[src/rtl/control_unit.sv]
// control_unit: fetch/decode/execute sequencer for the 8-bit processor.
// Drives the program counter, instruction fetch, register file strobes and ALU operands.
module control_unit (
  input  logic        clk,
  input  logic        rst_n,
  output logic [7:0]  pc,
  output logic        ir_en,
  input  logic [15:0] ir_data,
  output logic [1:0]  reg_addr,
  output logic        reg_rd,
  output logic        reg_wr,
  output logic [7:0]  reg_din,
  input  logic [7:0]  reg_dout,
  output logic [2:0]  alu_opcode,
  output logic [7:0]  alu_a,
  output logic [7:0]  alu_b,
  input  logic [7:0]  alu_out,
  output logic        halted,
  output logic        instr_done
);

  localparam logic [2:0] FETCH1 = 3'd0;
  localparam logic [2:0] FETCH2 = 3'd1;
  localparam logic [2:0] DECODE = 3'd2;
  localparam logic [2:0] RDA    = 3'd3;
  localparam logic [2:0] RDB    = 3'd4;
  localparam logic [2:0] EXEC   = 3'd5;
  localparam logic [2:0] WB     = 3'd6;
  localparam logic [2:0] HALT   = 3'd7;

  localparam logic [3:0] OP_ADD  = 4'b0000;
  localparam logic [3:0] OP_SUB  = 4'b0001;
  localparam logic [3:0] OP_LOAD = 4'b1000;
  localparam logic [3:0] OP_INC  = 4'b1010;
  localparam logic [3:0] OP_DEC  = 4'b1011;
  localparam logic [3:0] OP_HLT  = 4'b1100;
  localparam logic [3:0] OP_DJNZ = 4'b1110;
  localparam logic [3:0] OP_JMP  = 4'b1111;

  logic [2:0] state, state_nx;
  logic       run_q;
  logic       halt_entry;
  // Only decoded fields are kept; ir[11:10] are reserved and ignored.
  logic [3:0] op_q;
  logic [1:0] rd_q;
  logic [7:0] imm_q;
  logic [7:0] a_q, b_q, r_q;
  logic [7:0] a_hold, b_hold;
  logic [2:0] op_hold;
  logic       is_arith, is_unary, decode_done;
  logic [2:0] exec_op;
  logic [1:0] ra, rb;

  assign ra          = imm_q[5:4];
  assign rb          = imm_q[1:0];
  assign is_arith    = (op_q == OP_ADD) || (op_q == OP_SUB);
  assign is_unary    = (op_q == OP_INC) || (op_q == OP_DEC) || (op_q == OP_DJNZ);
  assign exec_op     = ((op_q == OP_ADD) || (op_q == OP_INC)) ? 3'b000 : 3'b001;
  // JMP and every unlisted opcode retire in DECODE
  assign decode_done = !(is_arith || is_unary || (op_q == OP_LOAD) || (op_q == OP_HLT));

  always_comb begin
    state_nx = state;
    case (state)
      FETCH1: state_nx = FETCH2;
      FETCH2: state_nx = DECODE;
      DECODE: begin
        if (op_q == OP_LOAD)           state_nx = WB;
        else if (is_arith || is_unary) state_nx = RDA;
        else if (op_q == OP_HLT)       state_nx = HALT;
        else                           state_nx = FETCH1;
      end
      RDA:     state_nx = is_arith ? RDB : EXEC;
      RDB:     state_nx = EXEC;
      EXEC:    state_nx = WB;
      WB:      state_nx = FETCH1;
      default: state_nx = state;
    endcase
  end

  // run_q holds the machine idle until the first edge after reset release,
  // so that edge is the one that starts FETCH1.
  always_ff @(posedge clk or negedge rst_n) begin
    if (!rst_n) begin
      state      <= FETCH1;
      run_q      <= 1'b0;
      halt_entry <= 1'b0;
      pc         <= '0;
      op_q       <= '0;
      rd_q       <= '0;
      imm_q      <= '0;
      a_q        <= '0;
      b_q        <= '0;
      r_q        <= '0;
      a_hold     <= '0;
      b_hold     <= '0;
      op_hold    <= '0;
    end else begin
      run_q      <= 1'b1;
      halt_entry <= 1'b0;
      if (run_q) begin
        state <= state_nx;
        case (state)
          FETCH2: begin
            op_q  <= ir_data[15:12];
            rd_q  <= ir_data[9:8];
            imm_q <= ir_data[7:0];
          end
          DECODE: begin
            if (decode_done) pc <= (op_q == OP_JMP) ? imm_q : pc + 8'd1;
            halt_entry <= (op_q == OP_HLT);
          end
          RDA: begin
            a_q <= reg_dout;
            if (is_unary) b_q <= 8'h01;
          end
          RDB: b_q <= reg_dout;
          EXEC: begin
            r_q     <= alu_out;
            a_hold  <= a_q;
            b_hold  <= b_q;
            op_hold <= exec_op;
          end
          WB: pc <= ((op_q == OP_DJNZ) && (r_q != '0)) ? imm_q : pc + 8'd1;
          default: ;
        endcase
      end
    end
  end

  always_comb begin
    ir_en    = 1'b0;
    reg_rd   = 1'b0;
    reg_wr   = 1'b0;
    reg_addr = '0;
    reg_din  = '0;
    if (run_q) begin
      case (state)
        FETCH1, FETCH2: ir_en = 1'b1;
        RDA: begin
          reg_rd   = 1'b1;
          reg_addr = is_arith ? ra : rd_q;
        end
        RDB: begin
          reg_rd   = 1'b1;
          reg_addr = rb;
        end
        WB: begin
          reg_wr   = 1'b1;
          reg_addr = rd_q;
          reg_din  = (op_q == OP_LOAD) ? imm_q : r_q;
        end
        default: ;
      endcase
    end
  end

  assign alu_a      = (state == EXEC) ? a_q     : a_hold;
  assign alu_b      = (state == EXEC) ? b_q     : b_hold;
  assign alu_opcode = (state == EXEC) ? exec_op : op_hold;
  assign halted     = (state == HALT);
  assign instr_done = (state == WB) || ((state == DECODE) && decode_done) || halt_entry;

endmodule
[config.mk]
export PLATFORM = sky130hd
export DESIGN_NAME = control_unit
export DESIGN_NICKNAME = d
export VERILOG_FILES = /design/src/rtl/control_unit.sv
export SDC_FILE = /design/constraint.sdc
export NUM_CORES = 1
export LEC_CHECK = 0
export CORE_MARGIN = 3
export CORE_UTILIZATION = 55
export DETAILED_ROUTE_END_ITERATION = 16
export PLACE_DENSITY_LB_ADDON = 0.05
export SLEW_MARGIN = 20
export SYNTH_ARGS = -nofsm -noshare
export SYNTH_HDL_FRONTEND = slang
export SYNTH_SLANG_ARGS = --single-unit
export TNS_END_PERCENT = 50
[constraint.sdc]
create_clock -name clk -period 6.5 [get_ports clk]
set_input_delay 1.95 -clock clk [delete_from_list [all_inputs] [get_ports clk]]
set_output_delay 1.95 -clock clk [all_outputs]
set_load 0.01 [all_outputs]
; ---- Yosys cells after proc, flatten, opt, wreduce, memory -nomap -nowiden
; Cells that the tools add are included.
[classes]
add_sub_neg = 1
n_eq_ne = 16
muxes = 29
reduce_logical = 26
[ops]
columns = operator, n
row1 = 2-to-1 mux 8 bit, 9
row2 = case mux 8 bit (2 select lines), 2
row3 = equality test 4 bit (second input constant), 6
row4 = case mux 3 bit (7 select lines), 1
row5 = equality test 3 bit (second input constant), 4
row6 = 2-to-1 mux 3 bit, 4
row7 = 2-to-1 mux 1 bit, 10
row8 = logical OR 1 bit, 9
row9 = adder 8 x 1 -> 8 bit (second input constant), 1
row10 = AND reduction 2 bit, 4
row11 = nonzero test 8 bit, 1
row12 = nonzero test 7 bit, 1
row13 = equality test 3 x 2 -> 1 bit (second input constant), 2
row14 = case mux 2 bit (3 select lines), 1
row15 = AND reduction 3 bit, 2
row16 = equality test 4 x 1 -> 1 bit (second input constant), 1
row17 = logical NOT 4 bit, 1
row18 = 2-to-1 mux 2 bit, 2
row19 = != test 2 bit (second input constant), 2
row20 = nonzero test 2 bit, 2
row21 = OR reduction 2 bit, 2
row22 = equality test 3 x 1 -> 1 bit (second input constant), 1
row23 = logical NOT 3 bit, 1
row24 = logical AND 1 bit, 2
row25 = logical NOT 1 bit, 1
[word_totals]
register_bits = 70
input_bits = 34
out_inout_bits = 42
wordCells = 85

; ---- Depth between registers and ports, before layout
[logic_depth]
depth_word = 10
ltp_mapped = 7
ltp_nobuf = 5

; ---- Worst setup path after synthesis
; No wires, ideal clock.
[synth_path]
kind = register to output
from = register op_q[1]
to = output reg_addr[0]
arrival_time_ps = 1538
required_time_ps = 4550
path_slack_ps = 3012
path_stages_with_launch = 7
n_path_buf = 1
cell_sequence = dfrtp_1 -> buf_6 -> or3_1 -> a21oi_1 -> nor2_1 -> a222oi_1 -> nor2_1
[synth_between]
elab_chain_len = 5
word_cells_on_any_way = 6
cone_classes = eq/ne: 1 / mux: 3 / reduce/logical: 2
[synth_rtl]
columns = item, line_no
row1 = from (decl), 44  ; logic [3:0] op_q;
row2 = from (signal assigned), 105  ; op_q <= ir_data[15:12];
row3 = equality test 4 x 1 -> 1 bit / logical NOT 4 bit (equally long branches), 56  ; assign is_arith = (op_q == OP_ADD) || (op_q == OP_SUB);
row4 = logical OR 1 bit *, 56
row5 = 2-to-1 mux 2 bit *, 142  ; reg_addr = is_arith ? ra : rd_q;
row6 = case mux 2 bit (3 select lines) *, 138  ; case (state)
row7 = 2-to-1 mux 2 bit *, 137  ; if (run_q) begin
row8 = to (decl), 9  ; output logic [1:0] reg_addr,
; Mark *: on every way between the ends. The rest lies on a longest branch, timed or not.

; ---- Worst setup path in the final report
[layout_path]
from = register op_q[0]
to = output reg_din[1]
[layout_between]
elab_chain_len = 4
[layout_rtl]
columns = item, line_no
row1 = equality test 4 bit, 151  ; reg_din = (op_q == OP_LOAD) ? imm_q : r_q;
row2 = 2-to-1 mux 8 bit, 151
row3 = 2-to-1 mux 8 bit, 138
row4 = 2-to-1 mux 8 bit, 137
row5 = to (decl), 12  ; output logic [7:0] reg_din,
; Every way passes these cells.

==> results.json <==
{
  "synth-edff-count": 0,
  "critPathMaxFanout": 8,
  "n_fill_cell": 450,
  "async_reset_ff_frac": 1.00,
  "area_growth_pct": 25.4,
  "grt_setup_unrepaired": "no",
  "ir_drop_uv": 314,
  "via_per_inst": 5.73,
  "ctsRootBufferMaster": "clkbuf_8",
  "dp_cells": 461,
  "drt-initial-drc-count": 167,
  "synth_top_area_frac": 0.500,
  "reg2reg_depth": 5,
  "synth_seq_cells": 70,
  "gp_congestion": 0.799,
  "rrSetupSlack_ps": 4210,
  "hold_viol": 0,
  "fp-row-count": 28,
  "status": "complete, no violations",
  "end_kind": "primary output",
  "hold_path.startpoint": "op_hold[2]",
  "netlist_area_mm2": 0.00350,
  "timing.rr.end": "b_q[2]",
  "p_per_area_mw_per_mm2": 477,
  "yosysTopAreaCell": "dfrtp_1",
  "tightest_slew_ps": 848,
  "utilization": 0.729,
  "initial_utilization": 0.581,
  "path_clk_slew_ps": 70,
  "synth_cell_types": 41,
  "fin_ws_ps": 1930,
  "cp-start-kind": "flop",
  "finClkSkew_ps": 9.64,
  "cts_tree": "done",
  "grt_max_degree": 50,
  "slew_viol_final": 0,
  "place_ws_ps": 1990,
  "timing.rr.start": "state[2]",
  "multiInputGateArea_mm2": 0.00155,
  "synth.area.top_cells": "dfrtp_1, mux2_2, nand2_1",
  "setup_viol": 0,
  "grt_overflow": 0,
  "fin_crit_ps": 4570,
  "dpl_cell_area_mm2": 0.00418,
  "syn_nets": 366,
  "total_leakage_power_nw": 1.91,
  "crit_type": "reg -> out",
  "synth-seq-area-share": 0.500,
  "cts_resized": 0,
  "ios": 76,
  "wl_per_cell_um": 16.2,
  "maxCapViolations": 0,
  "drive_above_1_share": 0.174,
  "cp.arrival_ps": 2620,
  "ff_latch_area_mm2": 0.00175,
  "dieWidth_um": 85.8,
  "timing.final.crit_share": 0.704,
  "clock.fmax_ghz": 0.219,
  "grt_pass1_vias": 2726,
  "fin_area_mm2": 0.00439,
  "nets": 432,
  "dr_total_vias": 2734,
  "synth_warnings": 0,
  "drtPass1Iterations": 4,
  "hold_buffers": 0,
  "stdcell_count": 477,
  "drt-total-wl_um": 7730,
  "cts_buffers": 9,
  "antenna_found_initial": 0,
  "holdPathEnd": "op_hold[2]",
  "port_buffers": 73,
  "ant_nets": 0,
  "cp.required_ps": 4550,
  "avgSynthCellArea_um2": 10.6,
  "clockBufferDepth": 2,
  "die_height_um": 85.8,
  "ys_dominant_reg_cell": "dfrtp_1",
  "insertedDiodeCount": 0,
  "dp_hpwl_um": 5350,
  "drcViolationCount": 0,
  "whs_path_depth": 1,
  "grt_use_total": 0.230,
  "grt_pass1_wl_um": 13300,
  "worstHoldPathType": "reg -> reg",
  "setup_tns_ps": 0,
  "cts_max_level": 3,
  "slew_headroom": 0.431,
  "yosysMostFrequentCell": "dfrtp_1",
  "synth_common_cells": "dfrtp_1, mux2_2, nand2_1, o21ai_0, a21oi_1",
  "clock_sinks": 70,
  "post_cts.repair.setup_buffers": 0,
  "syn_inst": 331,
  "core_mm2": 0.00603,
  "clock_latency_ps": 340,
  "die_area_mm2": 0.00736
}
## sequential cells by signal (all words and copies together) (netlist names), 4 cells and up
signal,count
a_q,8
a_hold,8
pc,8
op_q,4
b_hold,8
imm_q,8
r_q,8
b_q,8
## layout by cell type, fill, tap and decap left out, types with 2 or more instances in the layout
cell type | Yosys | layout
clkdlybuf4s50_1 | 0 | 72
dfrtp_1 | 70 | 70
mux2_2 | 46 | 46
nand2_1 | 45 | 45
o21ai_0 | 32 | 32
a21oi_1 | 19 | 19
nand3_1 | 16 | 15
inv_1 | 13 | 13
clkbuf_8 | 2 | 11
mux2i_1 | 8 | 8
nor2_1 | 7 | 7
and2_1 | 6 | 6
and3_1 | 6 | 6
nor2b_1 | 5 | 5
nor3_1 | 5 | 5
a2bb2oi_1 | 4 | 4
o21a_1 | 3 | 3
nand4_1 | 3 | 3
or3_1 | 2 | 2
a222oi_1 | 2 | 2
or4_1 | 2 | 2
a2bb2oi_2 | 2 | 2
o21ai_1 | 2 | 2
clkbuf_1 | 11 | 2
buf_4 | 1 | 2
## cells by family after synthesis
family                   count (synthesis)  synth area share
flip-flops                              70             0.500
multiplexers                            54             0.171
AO/OA/AOI/OAI                           69             0.123
XOR/XNOR                                 1           0.00250
other                                    1           0.00107
AND/OR/NAND/NOR                        101             0.140
adder cells (fa/ha/maj)                  1           0.00357
buffers and inverters                   34            0.0583
## power breakdown
group	switching (W)	internal, W	total [W]
Clock	0.000160	0.000198	0.000358
Sequential	0.000190	0.000640	0.000830
Combinational	0.000410	0.000497	0.000907
## routing by layer
layer  vias up  wire length (µm)  track usage
met3         8               488       0.0596
met4         0                62       0.0576
met1      1336              3520        0.332
met5         -                 0            0
met2        98              3670        0.351
li1       1292                 -            -
## final cells by class
type                            count  share of cell area
Sequential cell                    70               0.399
Multi-Input combinational cell    227               0.353
Timing Repair Buffer               75               0.169
Clock buffer                       13              0.0362
Tap cell                           75              0.0214
Inverter                           14              0.0120
Clock inverter                      3             0.00969
## through the flow
step / hold WS, ps / total power, W
finish: 480 / 0.00209
global route: 514 / 0.00225
CTS: 486 / 0.00211
detailed placement: 469 / 0.00174
global placement: 461 / 0.00171
floorplan: 444 / 0.00138
## worst max-delay path, stage by stage (launching register included)
cell	delay (ps)
dfrtp_1	410
inv_1	160
nand2_1	110
nor3_1	670
nand2_1	150
a21oi_1	210
clkdlybuf4s50_1	580
## worst max path at each step
stage                     startpoint     endpoint  slack [ps]  cells past startpoint
after floorplan              op_q[1]  reg_addr[0]        3010                      6
after global placement      state[1]     alu_b[7]        1990                      4
after detailed placement    state[1]     alu_b[1]        1990                      4
after CTS                   state[1]     alu_b[1]        1610                      4
after global routing         op_q[0]   reg_din[0]        1720                      6
final                        op_q[0]   reg_din[1]        1930                      6
No activity file was read; power rests on OpenSTA's default activity.
==> RTL edit, RTL diff (config.mk and constraints unchanged) <==
Make the reset (`rst_n`) synchronous in one clocked block.
--- a/src/rtl/control_unit.sv
+++ b/src/rtl/control_unit.sv
@@ -81,5 +81,5 @@
   // run_q holds the machine idle until the first edge after reset release,
   // so that edge is the one that starts FETCH1.
-  always_ff @(posedge clk or negedge rst_n) begin
+  always_ff @(posedge clk) begin
     if (!rst_n) begin
       state      <= FETCH1;
Formal check against the unedited RTL: differs if rst_n is asserted again (counterexample within 4 cycles, from zero or initial values and one cycle with rst_n low); with rst_n held inactive, the same outputs for 10 cycles.
==> RTL edit against the original RTL <==
Final area shrank 4.2%; die area shrank 6.0%; routed wire length grew 11%; largest cell class is now multi-input gates; area after synthesis shrank 6.4%; sequential cell count is the same; maximum frequency shrank 7.4%; highest routed layer unchanged; setup slack lost 0.36 ns; critical path type unchanged.
Power is not compared: it rests on default switching activity, and its combinational part moved more than twofold at a synthesized area within 25%.
==> RTL edit: results (changes against the original RTL) <==
Run status
  • Outcome: completed (unchanged)

Layout
  • Layout cells sized above 1: 9.21% (was 17.4%)
  • Final #Nets: 508 (was 432)

Synth
  • Syn Nets: 450 (was 366)
  • Yosys cell types: 53 (was 41)
  • Post-synthesis compound-gate area fraction: 20.5% (was 12.3%)
  • Seq/Total Area, Yosys: 42.8% (was 50.0%)
  • Post-synthesis mux area share: 6.11% (was 17.1%)
  • Dominant cells by area after synthesis: dfxtp_1 43%, nand2_1 15%, a21oi_1 9.6%, mux2_2 5.2%, a22o_1 1.9% (was dfrtp_1 50%, mux2_2 15%, nand2_1 4.8%, o21ai_0 4.6%, a21oi_1 2.7%)
  • Post-Synth Adder-Cell Area: 0.382% (was 0.357%)
  • Post-synthesis xor/xnor area fraction: 0.497% (was 0.250%)
  • FFs w/ async S/R, synth: 0% (was 100%)
  • Most instantiated cells after synthesis: 127 x nand2_1, 70 x dfxtp_1, 63 x a21oi_1, 15 x mux2_2, 12 x buf_2 (was 70 x dfrtp_1, 46 x mux2_2, 45 x nand2_1, 32 x o21ai_0, 19 x a21oi_1)

Setup path
  • RR Endpoint: op_hold[0] (was b_q[2])
  • Setup crit end: alu_b[0] (was reg_din[1])
  • Max stage delay on crit path: 0.69 ns (was 0.67 ns)
  • R2R setup slack: 3.81 ns (was 4.21 ns)
  • Crit path max-delay cell type: dfxtp_1 (was nor3_1)
  • Crit-path max FO: 22 (was 8)

Global routing
  • First-pass GRT wire length: 14.4 mm (was 13.3 mm)
  • Met1 Use GR: 35.8% (was 33.2%)
  • M3 GR Usage: 4.37% (was 5.96%)
  • Met2 usage: 38.3% (was 35.1%)

Place
  • Setup WS pre-CTS: 2.10 ns (was 1.99 ns)
  • Routability cong.: 0.856 (was 0.799)
  • HPWL after DPL: 5.85 mm (was 5.35 mm)

STA
  • Min Hold Slack: 0.457 ns (was 0.480 ns)
  • Slew Limit Headroom: 30.1% (was 43.1%)
  • Crit share post-route: 76.0% (was 70.4%)

Detailed routing
  • First-pass DRT Iterations: 5 (was 4)
  • 1st-iter DRT viols: 236 (was 167)
  • Routed length on met3: 608 um (was 488 um)
  • WL final: 8.61 mm (was 7.73 mm)
  • Vias per inst: 5.80 (was 5.73)

Worst hold path
  • Hold path depth: 2 (was 1)
  • Hold path startpoint: a_hold[7] (was op_hold[2])

Clock network
  • CTS H-tree depth: 3 (unchanged)
-- RTL edit: area by class of cell --
class	instances	area (um2)	area share (%)
Sequential cell	70	1400	33.3
Clock buffer	12	165	3.93
Multi-Input combinational cell	311	1730	41.2
Clock inverter	4	52.6	1.25
Timing Repair Buffer	74	738	17.6
Inverter	7	26.3	0.625
Tap cell	72	90.1	2.14
-- RTL edit: through the flow --
step / utilization (%) / instance area, um2 / std cells / power [mW]
finish: 74.5 / 4200 / 550 / 0.902
global route: 74.5 / 4200 / 550 / 0.941
CTS: 74.3 / 4190 / 550 / 0.907
detailed placement: 70.4 / 3970 / 534 / 0.533
global placement: 70.4 / 3970 / 534 / 0.531
floorplan: - / 3280 / 415 / 0.498
-- RTL edit: power breakdown --
group | total [mW] | switching (mW) | internal [mW] | leakage, nW
Sequential | 0.452 | 0.0148 | 0.438 | 0.566
Combinational | 0.0731 | 0.0364 | 0.0367 | 0.763
Clock | 0.376 | 0.166 | 0.210 | 0.113
Total | 0.902 | 0.217 | 0.684 | 1.44
